==> config.mk <==
export PLATFORM = sky130hd
export DESIGN_NAME = exu_alu_pipe_flat
export DESIGN_NICKNAME = d
export VERILOG_FILES = /design/src/rtl/exu_alu_pkg.sv /design/src/rtl/exu_alu_pipe_if.sv /design/src/rtl/exu_alu_dp.sv /design/src/rtl/exu_alu_pipe.sv /design/src/flat_wrapper.sv
export SDC_FILE = /design/constraint.sdc
export NUM_CORES = 1
export LEC_CHECK = 0
export CORE_ASPECT_RATIO = 0.9
export CORE_MARGIN = 2
export CORE_UTILIZATION = 40
export DETAILED_ROUTE_END_ITERATION = 16
export PLACE_DENSITY = 0.69
export SYNTH_ARGS = -nofsm -noshare
export SYNTH_HDL_FRONTEND = slang
export SYNTH_SLANG_ARGS = --single-unit
export TNS_END_PERCENT = 5
==> constraint.sdc <==
create_clock -name clk -period 3.8 [get_ports clk]
set_input_delay 0.76 -clock clk [delete_from_list [all_inputs] [get_ports clk]]
set_output_delay 0.76 -clock clk [all_outputs]
set_load 0.005 [all_outputs]
==> src/rtl/exu_alu_pkg.sv <==
// Shared opcode encoding and elaboration helpers for the pipelined execute ALU.
// INT_ASSERT and REG_ADDR_WIDTH normally come from the project defines; these fallbacks keep the slice self-contained.
`ifndef INT_ASSERT
`define INT_ASSERT 1'b1
`endif
`ifndef REG_ADDR_WIDTH
`define REG_ADDR_WIDTH 5
`endif

package exu_alu_pkg;

    localparam int ALU_OP_W = 22;

    localparam int ALU_OP_ADD   = 0;
    localparam int ALU_OP_SUB   = 1;
    localparam int ALU_OP_SLL   = 2;
    localparam int ALU_OP_SLT   = 3;
    localparam int ALU_OP_SLTU  = 4;
    localparam int ALU_OP_XOR   = 5;
    localparam int ALU_OP_SRL   = 6;
    localparam int ALU_OP_SRA   = 7;
    localparam int ALU_OP_OR    = 8;
    localparam int ALU_OP_AND   = 9;
    localparam int ALU_OP_LUI   = 10;
    localparam int ALU_OP_AUIPC = 11;
    localparam int ALU_OP_JUMP  = 12;
    localparam int ALU_OP_MIN   = 13;
    localparam int ALU_OP_MAX   = 14;
    localparam int ALU_OP_MINU  = 15;
    localparam int ALU_OP_MAXU  = 16;
    localparam int ALU_OP_ROL   = 17;
    localparam int ALU_OP_ROR   = 18;
    localparam int ALU_OP_ANDN  = 19;
    localparam int ALU_OP_ORN   = 20;
    localparam int ALU_OP_XNOR  = 21;

    // Bits at or above this index belong to the Zbb extension.
    localparam int ALU_BASE_OPS = 13;

    // Highest priority first; the first set bit in this order selects the operation.
    localparam int ALU_PRIO [ALU_OP_W] = '{
        ALU_OP_XOR, ALU_OP_OR, ALU_OP_AND, ALU_OP_ADD, ALU_OP_SUB, ALU_OP_SLL,
        ALU_OP_SRL, ALU_OP_SRA, ALU_OP_SLT, ALU_OP_SLTU, ALU_OP_LUI, ALU_OP_AUIPC,
        ALU_OP_JUMP, ALU_OP_MIN, ALU_OP_MAX, ALU_OP_MINU, ALU_OP_MAXU, ALU_OP_ROL,
        ALU_OP_ROR, ALU_OP_ANDN, ALU_OP_ORN, ALU_OP_XNOR
    };

    function automatic bit xlen_legal(input int xlen);
        return (xlen == 32) || (xlen == 64);
    endfunction

endpackage

==> src/rtl/exu_alu_pipe_if.sv <==
// Dispatch-to-ALU request channel and ALU-to-writeback result channel.
interface exu_alu_pipe_if #(
    parameter int XLEN = 32,
    parameter int RD_W = `REG_ADDR_WIDTH
);
    import exu_alu_pkg::*;

    logic                in_valid_i;
    logic                in_ready_o;
    logic [XLEN-1:0]     op1_i;
    logic [XLEN-1:0]     op2_i;
    logic [ALU_OP_W-1:0] op_i;
    logic [RD_W-1:0]     rd_i;
    logic                out_valid_o;
    logic                out_ready_i;
    logic [XLEN-1:0]     result_o;
    logic                reg_we_o;
    logic [RD_W-1:0]     reg_waddr_o;

    modport master (
        output in_valid_i, op1_i, op2_i, op_i, rd_i, out_ready_i,
        input  in_ready_o, out_valid_o, result_o, reg_we_o, reg_waddr_o
    );

    modport slave (
        input  in_valid_i, op1_i, op2_i, op_i, rd_i, out_ready_i,
        output in_ready_o, out_valid_o, result_o, reg_we_o, reg_waddr_o
    );
endinterface

==> src/rtl/exu_alu_dp.sv <==
// Combinational ALU datapath: priority-selects one operation from a one-hot-ish opcode vector.
module exu_alu_dp
    import exu_alu_pkg::*;
#(
    parameter int XLEN   = 32,
    parameter int ZBB_EN = 0
) (
    input  logic [XLEN-1:0]     i_op1,
    input  logic [XLEN-1:0]     i_op2,
    input  logic [ALU_OP_W-1:0] i_op,
    output logic [XLEN-1:0]     o_result,
    output logic                o_any_op
);
    localparam int SHW = $clog2(XLEN);

    logic [ALU_OP_W-1:0] w_op_eff;
    logic [SHW-1:0]      w_sh;
    logic [2*XLEN-1:0]   w_rot;
    logic [2*XLEN-1:0]   w_rol_full;
    logic [2*XLEN-1:0]   w_ror_full;
    logic                w_lt_s;
    logic                w_lt_u;
    int                  w_sel;

    // Zbb bits are simply invisible when the extension is disabled.
    for (genvar gi = 0; gi < ALU_OP_W; gi++) begin : g_mask
        if ((gi < ALU_BASE_OPS) || (ZBB_EN != 0)) begin : g_on
            assign w_op_eff[gi] = i_op[gi];
        end else begin : g_off
            assign w_op_eff[gi] = 1'b0;
        end
    end

    assign w_sh       = i_op2[SHW-1:0];
    assign w_rot      = {i_op1, i_op1};
    assign w_rol_full = w_rot << w_sh;
    assign w_ror_full = w_rot >> w_sh;
    assign w_lt_s     = $signed(i_op1) < $signed(i_op2);
    assign w_lt_u     = i_op1 < i_op2;
    assign o_any_op   = |w_op_eff;

    always_comb begin
        w_sel = 0;
        for (int k = ALU_OP_W - 1; k >= 0; k--) begin
            if (w_op_eff[ALU_PRIO[k]]) w_sel = ALU_PRIO[k];
        end
    end

    always_comb begin
        o_result = '0;
        if (o_any_op) begin
            case (w_sel)
                ALU_OP_ADD, ALU_OP_LUI, ALU_OP_AUIPC, ALU_OP_JUMP:
                              o_result = i_op1 + i_op2;
                ALU_OP_SUB:   o_result = i_op1 - i_op2;
                ALU_OP_SLL:   o_result = i_op1 << w_sh;
                ALU_OP_SLT:   o_result = {{(XLEN-1){1'b0}}, w_lt_s};
                ALU_OP_SLTU:  o_result = {{(XLEN-1){1'b0}}, w_lt_u};
                ALU_OP_XOR:   o_result = i_op1 ^ i_op2;
                ALU_OP_SRL:   o_result = i_op1 >> w_sh;
                ALU_OP_SRA:   o_result = $signed(i_op1) >>> w_sh;
                ALU_OP_OR:    o_result = i_op1 | i_op2;
                ALU_OP_AND:   o_result = i_op1 & i_op2;
                ALU_OP_MIN:   o_result = w_lt_s ? i_op1 : i_op2;
                ALU_OP_MAX:   o_result = w_lt_s ? i_op2 : i_op1;
                ALU_OP_MINU:  o_result = w_lt_u ? i_op1 : i_op2;
                ALU_OP_MAXU:  o_result = w_lt_u ? i_op2 : i_op1;
                ALU_OP_ROL:   o_result = w_rol_full[2*XLEN-1:XLEN];
                ALU_OP_ROR:   o_result = w_ror_full[XLEN-1:0];
                ALU_OP_ANDN:  o_result = i_op1 & ~i_op2;
                ALU_OP_ORN:   o_result = i_op1 | ~i_op2;
                ALU_OP_XNOR:  o_result = ~(i_op1 ^ i_op2);
                default:      o_result = '0;
            endcase
        end
    end
endmodule

==> src/rtl/exu_alu_pipe.sv <==
// Pipelined execute ALU: valid/ready in, registered result out, 1 or 2 stages, flush on interrupt.
module exu_alu_pipe
    import exu_alu_pkg::*;
#(
    parameter int XLEN        = 32,
    parameter int PIPE_STAGES = 1,
    parameter int ZBB_EN      = 0,
    parameter int RD_W        = `REG_ADDR_WIDTH
) (
    input  logic           clk,
    input  logic           rst,
    input  logic           int_assert_i,
    exu_alu_pipe_if.slave  bus
);
    if (!xlen_legal(XLEN)) begin : g_bad_xlen
        $error("exu_alu_pipe: XLEN must be 32 or 64");
    end
    if (PIPE_STAGES != 1 && PIPE_STAGES != 2) begin : g_bad_stages
        $error("exu_alu_pipe: PIPE_STAGES must be 1 or 2");
    end

    logic                w_flush;
    logic                w_in_ready;
    logic                w_accept;
    logic                w_out_adv;
    logic                w_dp_valid;
    logic [XLEN-1:0]     w_dp_op1;
    logic [XLEN-1:0]     w_dp_op2;
    logic [ALU_OP_W-1:0] w_dp_op;
    logic [RD_W-1:0]     w_dp_rd;
    logic [XLEN-1:0]     w_dp_result;
    logic                w_dp_any;

    logic                r_out_valid;
    logic [XLEN-1:0]     r_result;
    logic                r_any;
    logic [RD_W-1:0]     r_waddr;

    assign w_flush   = (int_assert_i == `INT_ASSERT);
    assign w_out_adv = !r_out_valid || bus.out_ready_i;
    assign w_accept  = bus.in_valid_i && w_in_ready;

    if (PIPE_STAGES == 1) begin : g_one
        assign w_in_ready = w_out_adv && !w_flush;
        assign w_dp_valid = w_accept;
        assign w_dp_op1   = bus.op1_i;
        assign w_dp_op2   = bus.op2_i;
        assign w_dp_op    = bus.op_i;
        assign w_dp_rd    = bus.rd_i;
    end else begin : g_two
        logic                r_s1_valid;
        logic [XLEN-1:0]     r_s1_op1;
        logic [XLEN-1:0]     r_s1_op2;
        logic [ALU_OP_W-1:0] r_s1_op;
        logic [RD_W-1:0]     r_s1_rd;
        logic                w_s1_load;

        assign w_s1_load  = !r_s1_valid || w_out_adv;
        assign w_in_ready = w_s1_load && !w_flush;
        assign w_dp_valid = r_s1_valid;
        assign w_dp_op1   = r_s1_op1;
        assign w_dp_op2   = r_s1_op2;
        assign w_dp_op    = r_s1_op;
        assign w_dp_rd    = r_s1_rd;

        always_ff @(posedge clk or negedge rst) begin
            if (!rst) begin
                r_s1_valid <= 1'b0;
                r_s1_op1   <= '0;
                r_s1_op2   <= '0;
                r_s1_op    <= '0;
                r_s1_rd    <= '0;
            end else if (w_flush) begin
                r_s1_valid <= 1'b0;
            end else if (w_s1_load) begin
                r_s1_valid <= w_accept;
                if (w_accept) begin
                    r_s1_op1 <= bus.op1_i;
                    r_s1_op2 <= bus.op2_i;
                    r_s1_op  <= bus.op_i;
                    r_s1_rd  <= bus.rd_i;
                end
            end
        end
    end

    exu_alu_dp #(
        .XLEN   (XLEN),
        .ZBB_EN (ZBB_EN)
    ) u_dp (
        .i_op1    (w_dp_op1),
        .i_op2    (w_dp_op2),
        .i_op     (w_dp_op),
        .o_result (w_dp_result),
        .o_any_op (w_dp_any)
    );

    // Output stage only moves when empty or drained, so a stalled result stays frozen.
    always_ff @(posedge clk or negedge rst) begin
        if (!rst) begin
            r_out_valid <= 1'b0;
            r_result    <= '0;
            r_any       <= 1'b0;
            r_waddr     <= '0;
        end else if (w_flush) begin
            r_out_valid <= 1'b0;
        end else if (w_out_adv) begin
            r_out_valid <= w_dp_valid;
            if (w_dp_valid) begin
                r_result <= w_dp_result;
                r_any    <= w_dp_any;
                r_waddr  <= w_dp_rd;
            end
        end
    end

    assign bus.in_ready_o  = w_in_ready;
    assign bus.out_valid_o = r_out_valid;
    assign bus.result_o    = r_result;
    assign bus.reg_we_o    = r_out_valid && r_any;
    assign bus.reg_waddr_o = r_out_valid ? r_waddr : '0;
endmodule

==> src/flat_wrapper.sv <==
// flat-port wrapper written by rule: the top's interface ports become plain ports
module exu_alu_pipe_flat import exu_alu_pkg::*;
#(
    parameter int XLEN        = 32,
    parameter int PIPE_STAGES = 1,
    parameter int ZBB_EN      = 0,
    parameter int RD_W        = `REG_ADDR_WIDTH
)
  (clk, rst, int_assert_i, bus_in_valid_i, bus_op1_i, bus_op2_i, bus_op_i, bus_rd_i, bus_out_ready_i, bus_in_ready_o, bus_out_valid_o, bus_result_o, bus_reg_we_o, bus_reg_waddr_o);
  exu_alu_pipe_if #(.XLEN(XLEN), .RD_W(RD_W)) bus_i ();
  input  logic clk;
  input  logic rst;
  input  logic int_assert_i;
  input wire logic [$bits(bus_i.in_valid_i)-1:0] bus_in_valid_i;
  input wire logic [$bits(bus_i.op1_i)-1:0] bus_op1_i;
  input wire logic [$bits(bus_i.op2_i)-1:0] bus_op2_i;
  input wire logic [$bits(bus_i.op_i)-1:0] bus_op_i;
  input wire logic [$bits(bus_i.rd_i)-1:0] bus_rd_i;
  input wire logic [$bits(bus_i.out_ready_i)-1:0] bus_out_ready_i;
  output wire logic [$bits(bus_i.in_ready_o)-1:0] bus_in_ready_o;
  output wire logic [$bits(bus_i.out_valid_o)-1:0] bus_out_valid_o;
  output wire logic [$bits(bus_i.result_o)-1:0] bus_result_o;
  output wire logic [$bits(bus_i.reg_we_o)-1:0] bus_reg_we_o;
  output wire logic [$bits(bus_i.reg_waddr_o)-1:0] bus_reg_waddr_o;
  assign bus_i.in_valid_i = bus_in_valid_i;
  assign bus_i.op1_i = bus_op1_i;
  assign bus_i.op2_i = bus_op2_i;
  assign bus_i.op_i = bus_op_i;
  assign bus_i.rd_i = bus_rd_i;
  assign bus_i.out_ready_i = bus_out_ready_i;
  assign bus_in_ready_o = bus_i.in_ready_o;
  assign bus_out_valid_o = bus_i.out_valid_o;
  assign bus_result_o = bus_i.result_o;
  assign bus_reg_we_o = bus_i.reg_we_o;
  assign bus_reg_waddr_o = bus_i.reg_waddr_o;
  exu_alu_pipe #(.XLEN(XLEN), .PIPE_STAGES(PIPE_STAGES), .ZBB_EN(ZBB_EN), .RD_W(RD_W)) u_core (.clk(clk), .rst(rst), .int_assert_i(int_assert_i), .bus(bus_i));
endmodule
==> flow_metrics.env, run 1 <==
export IMPL_status="completed"
export IMPL_start_kind="input port"
export IMPL_drv_slew=0
export IMPL_dieArea_sq_um=27500
export IMPL_port_buffers=126
export IMPL_total_leakage_power_nw=6.68
export IMPL_tightest_slew_ns=0.874
export IMPL_crit_type="input port to register"
export IMPL_net_switching_power_mw=1.51
export IMPL_dr_wl_met3_um=6610
export IMPL_power_frac_seq_pct=16.3
export IMPL_grtUsageTotal_pct=37.9
export IMPL_synth_edf_count=0
export IMPL_synth_sequential_area_ratio_pct=9.31
export IMPL_place_gp_congestion=1.07
export IMPL_finalSetupViolations=0
export IMPL_end_kind="register"
export IMPL_rows=56
export IMPL_hold_viol_final=0
export IMPL_worstPathCellList="dlygate4sd2_1 -> ha_1 -> fa_2 -> a211oi_2 -> o211ai_1 -> a31o_2 -> a221oi_2 -> buf_4 -> a31oi_1 -> a41o_1 -> a21oi_2 -> o221ai_1 -> a221o_1"
export IMPL_root_buffer="clkbuf_16"
export IMPL_dp_hpwl_um=44000
export IMPL_vdd_drop_max_v=0.000149
export IMPL_layout_area_overhead_vs_synth_pct=43.2
export IMPL_synthArstFlopShare_pct=100
export IMPL_cts_tree="yes"
export IMPL_wl_um=53900
export IMPL_yosysWarnings=0
export IMPL_highest_layer="met5"
export IMPL_combPwrFrac_pct=69.6
export IMPL_die_h_um=158
export IMPL_antenna_found_initial=2
export IMPL_p_int_mw=1.91
export IMPL_grt_max_degree=76
export IMPL_synthCells=1445
export IMPL_synth_seq_cells=39
export IMPL_cts_made_buffers=5
export IMPL_slowest_stage="fa_2"
export IMPL_clkSinkCount=39
export IMPL_worstPathRequired_ns=3.97
export IMPL_post_route_min_period_ns=3.76
export IMPL_drive_gt1_share_pct=27.8
export IMPL_power_frac_clock_pct=14.0
export IMPL_grt_pass1_vias=13100
export IMPL_cp_top_family="compound AO/OA/AOI/OAI gates"
export IMPL_multi_input_area_sq_um=9070
export IMPL_clock_path_buffers=2
export IMPL_vias=13800
export IMPL_path_clk_slew_ns=0.07
export IMPL_htreeDepth=2
export IMPL_clock_latency_ns=0.29
export IMPL_synth_distinct_cells=86
export IMPL_n_fill_cell=2501
export IMPL_hold_buffers=0
export IMPL_route_detailed_drc=0
export IMPL_rsz0062_at_grt="yes"
export IMPL_p_per_area_nw_per_um2=228
export IMPL_cp_arrival_ns=3.93
export IMPL_clock_fmax_ghz=0.266
export IMPL_p_total_mw=3.42
export IMPL_dr_first_iter_drc_count=1657
export IMPL_swShare_pct=44.2
export IMPL_dr_pass1_iters=6
export IMPL_die_w_um=175
export IMPL_cpPeakStageDelay_ns=0.38
export IMPL_cp_max_fo=2
export IMPL_m1WireLength_um=22600
export IMPL_synthFlopType="dfrtp_1"
export IMPL_wl_met2_um=22500
export IMPL_syn_area_sq_um=10500
export IMPL_synth_nets=1640
export IMPL_clock_skew_ns=0.0109
export IMPL_grt_pass1_wl_um=79200
export IMPL_pin_count=136
export IMPL_seq_area_sq_um=976
export IMPL_syn_area_per_cell_sq_um=7.25
export IMPL_relSlewSlack_pct=41.7
export IMPL_crit_buf_inv=2
export IMPL_start_util_pct=40.4
export IMPL_cap_viol_max_count=0
export IMPL_fin_nets=2014
export IMPL_fin_crit_sh_pct=98.9
export IMPL_final_util_pct=57.9
export IMPL_core_area_sq_um=25900
export IMPL_postRouteAntennaNets=0
export IMPL_viasPerCell=6.35
export IMPL_hold_path_class="register to register"
export IMPL_overflow=0
export IMPL_wire_per_inst_um=24.8
layout make-up:
cell class                 instances  share of cell area (%)
inverter                         101                    2.54
antenna                            1                  0.0167
sequential                        39                    6.50
timing repair buffer             477                    26.5
multi-input combinational       1195                    60.4
tap                              348                    2.90
clock inverter                     3                   0.292
clock buffer                       5                   0.833
path summary, 6_finish.rpt:
check                                           to                    from  cells past startpoint  slack [ns]
max reg2reg                u_core.bus.result_o[19]  u_core.bus.out_valid_o                      8        1.38
min                         u_core.bus.result_o[2]  u_core.bus.result_o[2]                      2        0.48
max in group asynchronous  u_core.bus.result_o[29]                     rst                      1        2.65
min reg2reg                 u_core.bus.result_o[2]  u_core.bus.result_o[2]                      2        0.48
min in group asynchronous   u_core.bus.result_o[2]                     rst                      1        0.59
max                        u_core.bus.result_o[28]            bus_op1_i[0]                     13        0.04
timing repair:
item,CTS,global route
resized for setup,19,57
setup endpoints to repair,15,19
setup buffers,2,3
pin swaps,7,13
registers in the layout, indices dropped and copies added, names as in the netlist:
signal / flops
u_core.bus.result_o: 32
u_core.r_waddr: 5
u_core.bus.out_valid_o: 1
u_core.r_any: 1
metal layers:
metal,up-vias,global-route usage (%)
met5,-,0
met4,2,13.1
met3,141,10.0
met2,860,57.2
met1,6560,52.2
li1,6214,-
stage by stage:
stage                     worst slack (ns)  setup TNS, ns  hold WS, ns  cell area [sq um]  cells
after floorplan                    0.00652              0        0.439              10600   1445
after global placement              -0.541          -6.79        0.461              14400   2155
after detailed placement            -0.727          -8.69        0.470              14400   2155
after CTS                          -0.0206        -0.0292        0.484              14700   2165
after global routing               -0.0719         -0.175        0.505              15000   2168
final                               0.0423              0        0.481              15000   2169
placed cells by master, fill, tap and decap left out, types with 7 or more instances in the layout:
cell             Yosys  routed
a31oi_1             23      20
a21oi_1            134     127
a221oi_1            23      20
inv_1               95      92
nand4_1              8       8
nand2_1            135     135
nor4_1              10       8
xnor2_1             15      14
a221o_1             17      17
a22oi_1              9       9
o21ai_0             96      92
buf_4                0     342
a21o_1              19      19
or3_1                8       8
nor2_1             129     127
and3_1              11      11
clkdlybuf4s50_1      0     116
nand2b_1            13      13
o221ai_1            23      23
o211a_1              7       7
a22o_1               7       7
a211oi_1            35      33
nand3_1             23      23
buf_12               0       8
mux2i_1             45      45
mux2_2              33      33
nor3_1              32      30
mux4_2              31      31
o22ai_1             19      19
o211ai_1            19      19
o31ai_1             11      10
nor2b_1             13      11
and2_1              16      15
dfrtp_1             39      39
ha_1                97      87
o21bai_1            18      17
worst min-delay path, delay by kind of cell, from the launching register on:
kind,cells,cell delay [ns]
DFF,1,0.34
AOI/OAI and AO/OA,1,0.06
and+or+nand+nor,1,0.05
power groups by stage:
stage	logic, mW	registers, mW	clock network (mW)
after CTS	2.24	0.557	0.490
after detailed placement	2.21	0.564	0
after global placement	2.20	0.561	0
after floorplan	1.10	0.554	0
after global routing	2.52	0.567	0.502
final	2.38	0.559	0.480
logic make-up (layout without fill, tap and decap cells):
group	Yosys count	count (layout)	share of synthesized area (%)
flops	39	39	9.31
other cells	0	1	0
compound gates	549	549	36.2
xor+xnor	17	17	1.42
buf+inv	211	586	7.93
simple gates	421	421	18.7
fa+ha+maj	99	99	12.0
mux	109	109	14.5
synthesized netlist by cell type, drive strengths merged, types with 7 or more instances:
master	number	area share, %
a211oi	35	2.5
a21o	19	1.4
a21oi	134	6.4
a221o	17	1.6
a221oi	23	1.9
a22o	7	0.58
a22oi	9	0.64
a31oi	23	1.4
and2	17	1.0
and3	11	0.66
buf	31	1.5
clkbuf	79	2.8
dfrtp	39	9.3
ha	97	12
inv	95	3.4
mux2	33	3.5
mux2i	45	4.3
mux4	31	6.7
nand2	135	4.8
nand2b	13	0.78
nand3	23	1.1
nand4	8	0.48
nor2	131	4.8
nor2b	13	0.78
nor3	33	1.6
nor4	11	0.80
o211a	7	0.67
o211ai	19	1.4
o21a	7	0.50
o21ai	98	4.7
o21bai	18	1.3
o221ai	23	1.9
o22ai	19	1.1
o31ai	12	0.91
or3	8	0.48
xnor2	15	1.3
Note: power is estimated with default switching activity, not from simulation.
==> inputs of run 2 (changes only) <==
- CORE_UTILIZATION: 40 -> 63
- PLACE_DENSITY: 0.69 -> 0.95
==> flow_metrics.env, run 2 <==
export IMPL_status="did not finish"
export IMPL_haltStage="global routing (5_1_grt)"
export IMPL_tool_error="[ERROR GRT-0232] Routing congestion too high. Check the congestion heatmap in the GUI."
export IMPL_pin_count=136
export IMPL_htreeDepth=2
export IMPL_start_util_pct=64.8
export IMPL_synthArstFlopShare_pct=100
export IMPL_place_gp_congestion=1.28
export IMPL_yosysMostFrequentCell="nand2_1"
export IMPL_port_buffers=126
export IMPL_synthMuxAreaShare_pct=14.5
export IMPL_synth_xor_area_share_pct=1.42
export IMPL_synth_top_area_cell="ha_1"
export IMPL_cts_made_buffers=5
export IMPL_crit_endpoint="u_core.bus.result_o[27]$_DFFE_PN0P_/D"
export IMPL_die_w_um=140
export IMPL_hold_buffers=0
export IMPL_rows=44
export IMPL_synth_distinct_cells=86
export IMPL_dp_slack_ns=-0.560
export IMPL_synth_seq_cells=39
export IMPL_yosys_area_share_simple_pct=18.7
export IMPL_dp_hpwl_um=39700
export IMPL_yosys_top_cells_area="ha_1, dfrtp_1, mux4_2, a21oi_1, nand2_1"
export IMPL_synth_adder_area_share_pct=12.0
export IMPL_die_h_um=126
export IMPL_synth_top_area_share_pct=11.6
export IMPL_synthFlopType="dfrtp_1"
export IMPL_overflow=252
export IMPL_grtUsageTotal_pct=89.1
export IMPL_clock_path_buffers=2
export IMPL_yosysWarnings=0
export IMPL_synth_top_family_by_area="compound AO/OA/AOI/OAI gates"
export IMPL_syn_area_sq_um=10500
export IMPL_synth_edf_count=0
export IMPL_endpoint_type="register input"
export IMPL_syn_area_per_cell_sq_um=7.25
export IMPL_synthCells=1445
export IMPL_synth_compound_area_share_pct=36.2
export IMPL_root_buffer="clkbuf_16"
export IMPL_grt_max_degree=90
export IMPL_synth_nets=1640
export IMPL_clkSinkCount=39
export IMPL_synth_commonest_cells="nand2_1, a21oi_1, nor2_1"
export IMPL_synth_sequential_area_ratio_pct=9.31
export IMPL_dp_cells=1949
[run 2: metal layers]
metal | global-route usage (%) | overflow
met1 | 86.9 | 23
met2 | 98.3 | 113
met3 | 83.6 | 33
met4 | 90.2 | 82
met5 | 61.2 | 1
[run 2: logic make-up after synthesis]
family,after synthesis
buffers and inverters,211
DFF,39
and+or+nand+nor,421
adders and majority gates,99
xor gates and xnor gates,17
muxes,109
AOI/OAI and AO/OA,549
[run 2: repair_timing]
item	CTS
endpoints found under the setup margin	14
pin swaps	9
endpoints found under the hold margin	0
setup buffers	4
gates resized for setup	34
[run 2: through the flow]
| stage | setup TNS, ns | instance area (sq um) | utilization (%) |
|---|---|---|---|
| 2_1_floorplan | 0 | 10600 | - |
| 3_3_place_gp | -4.04 | 13700 | 84.8 |
| 3_5_place_dp | -7.78 | 13700 | 84.8 |
| 4_1_cts | 0 | 14100 | 86.9 |
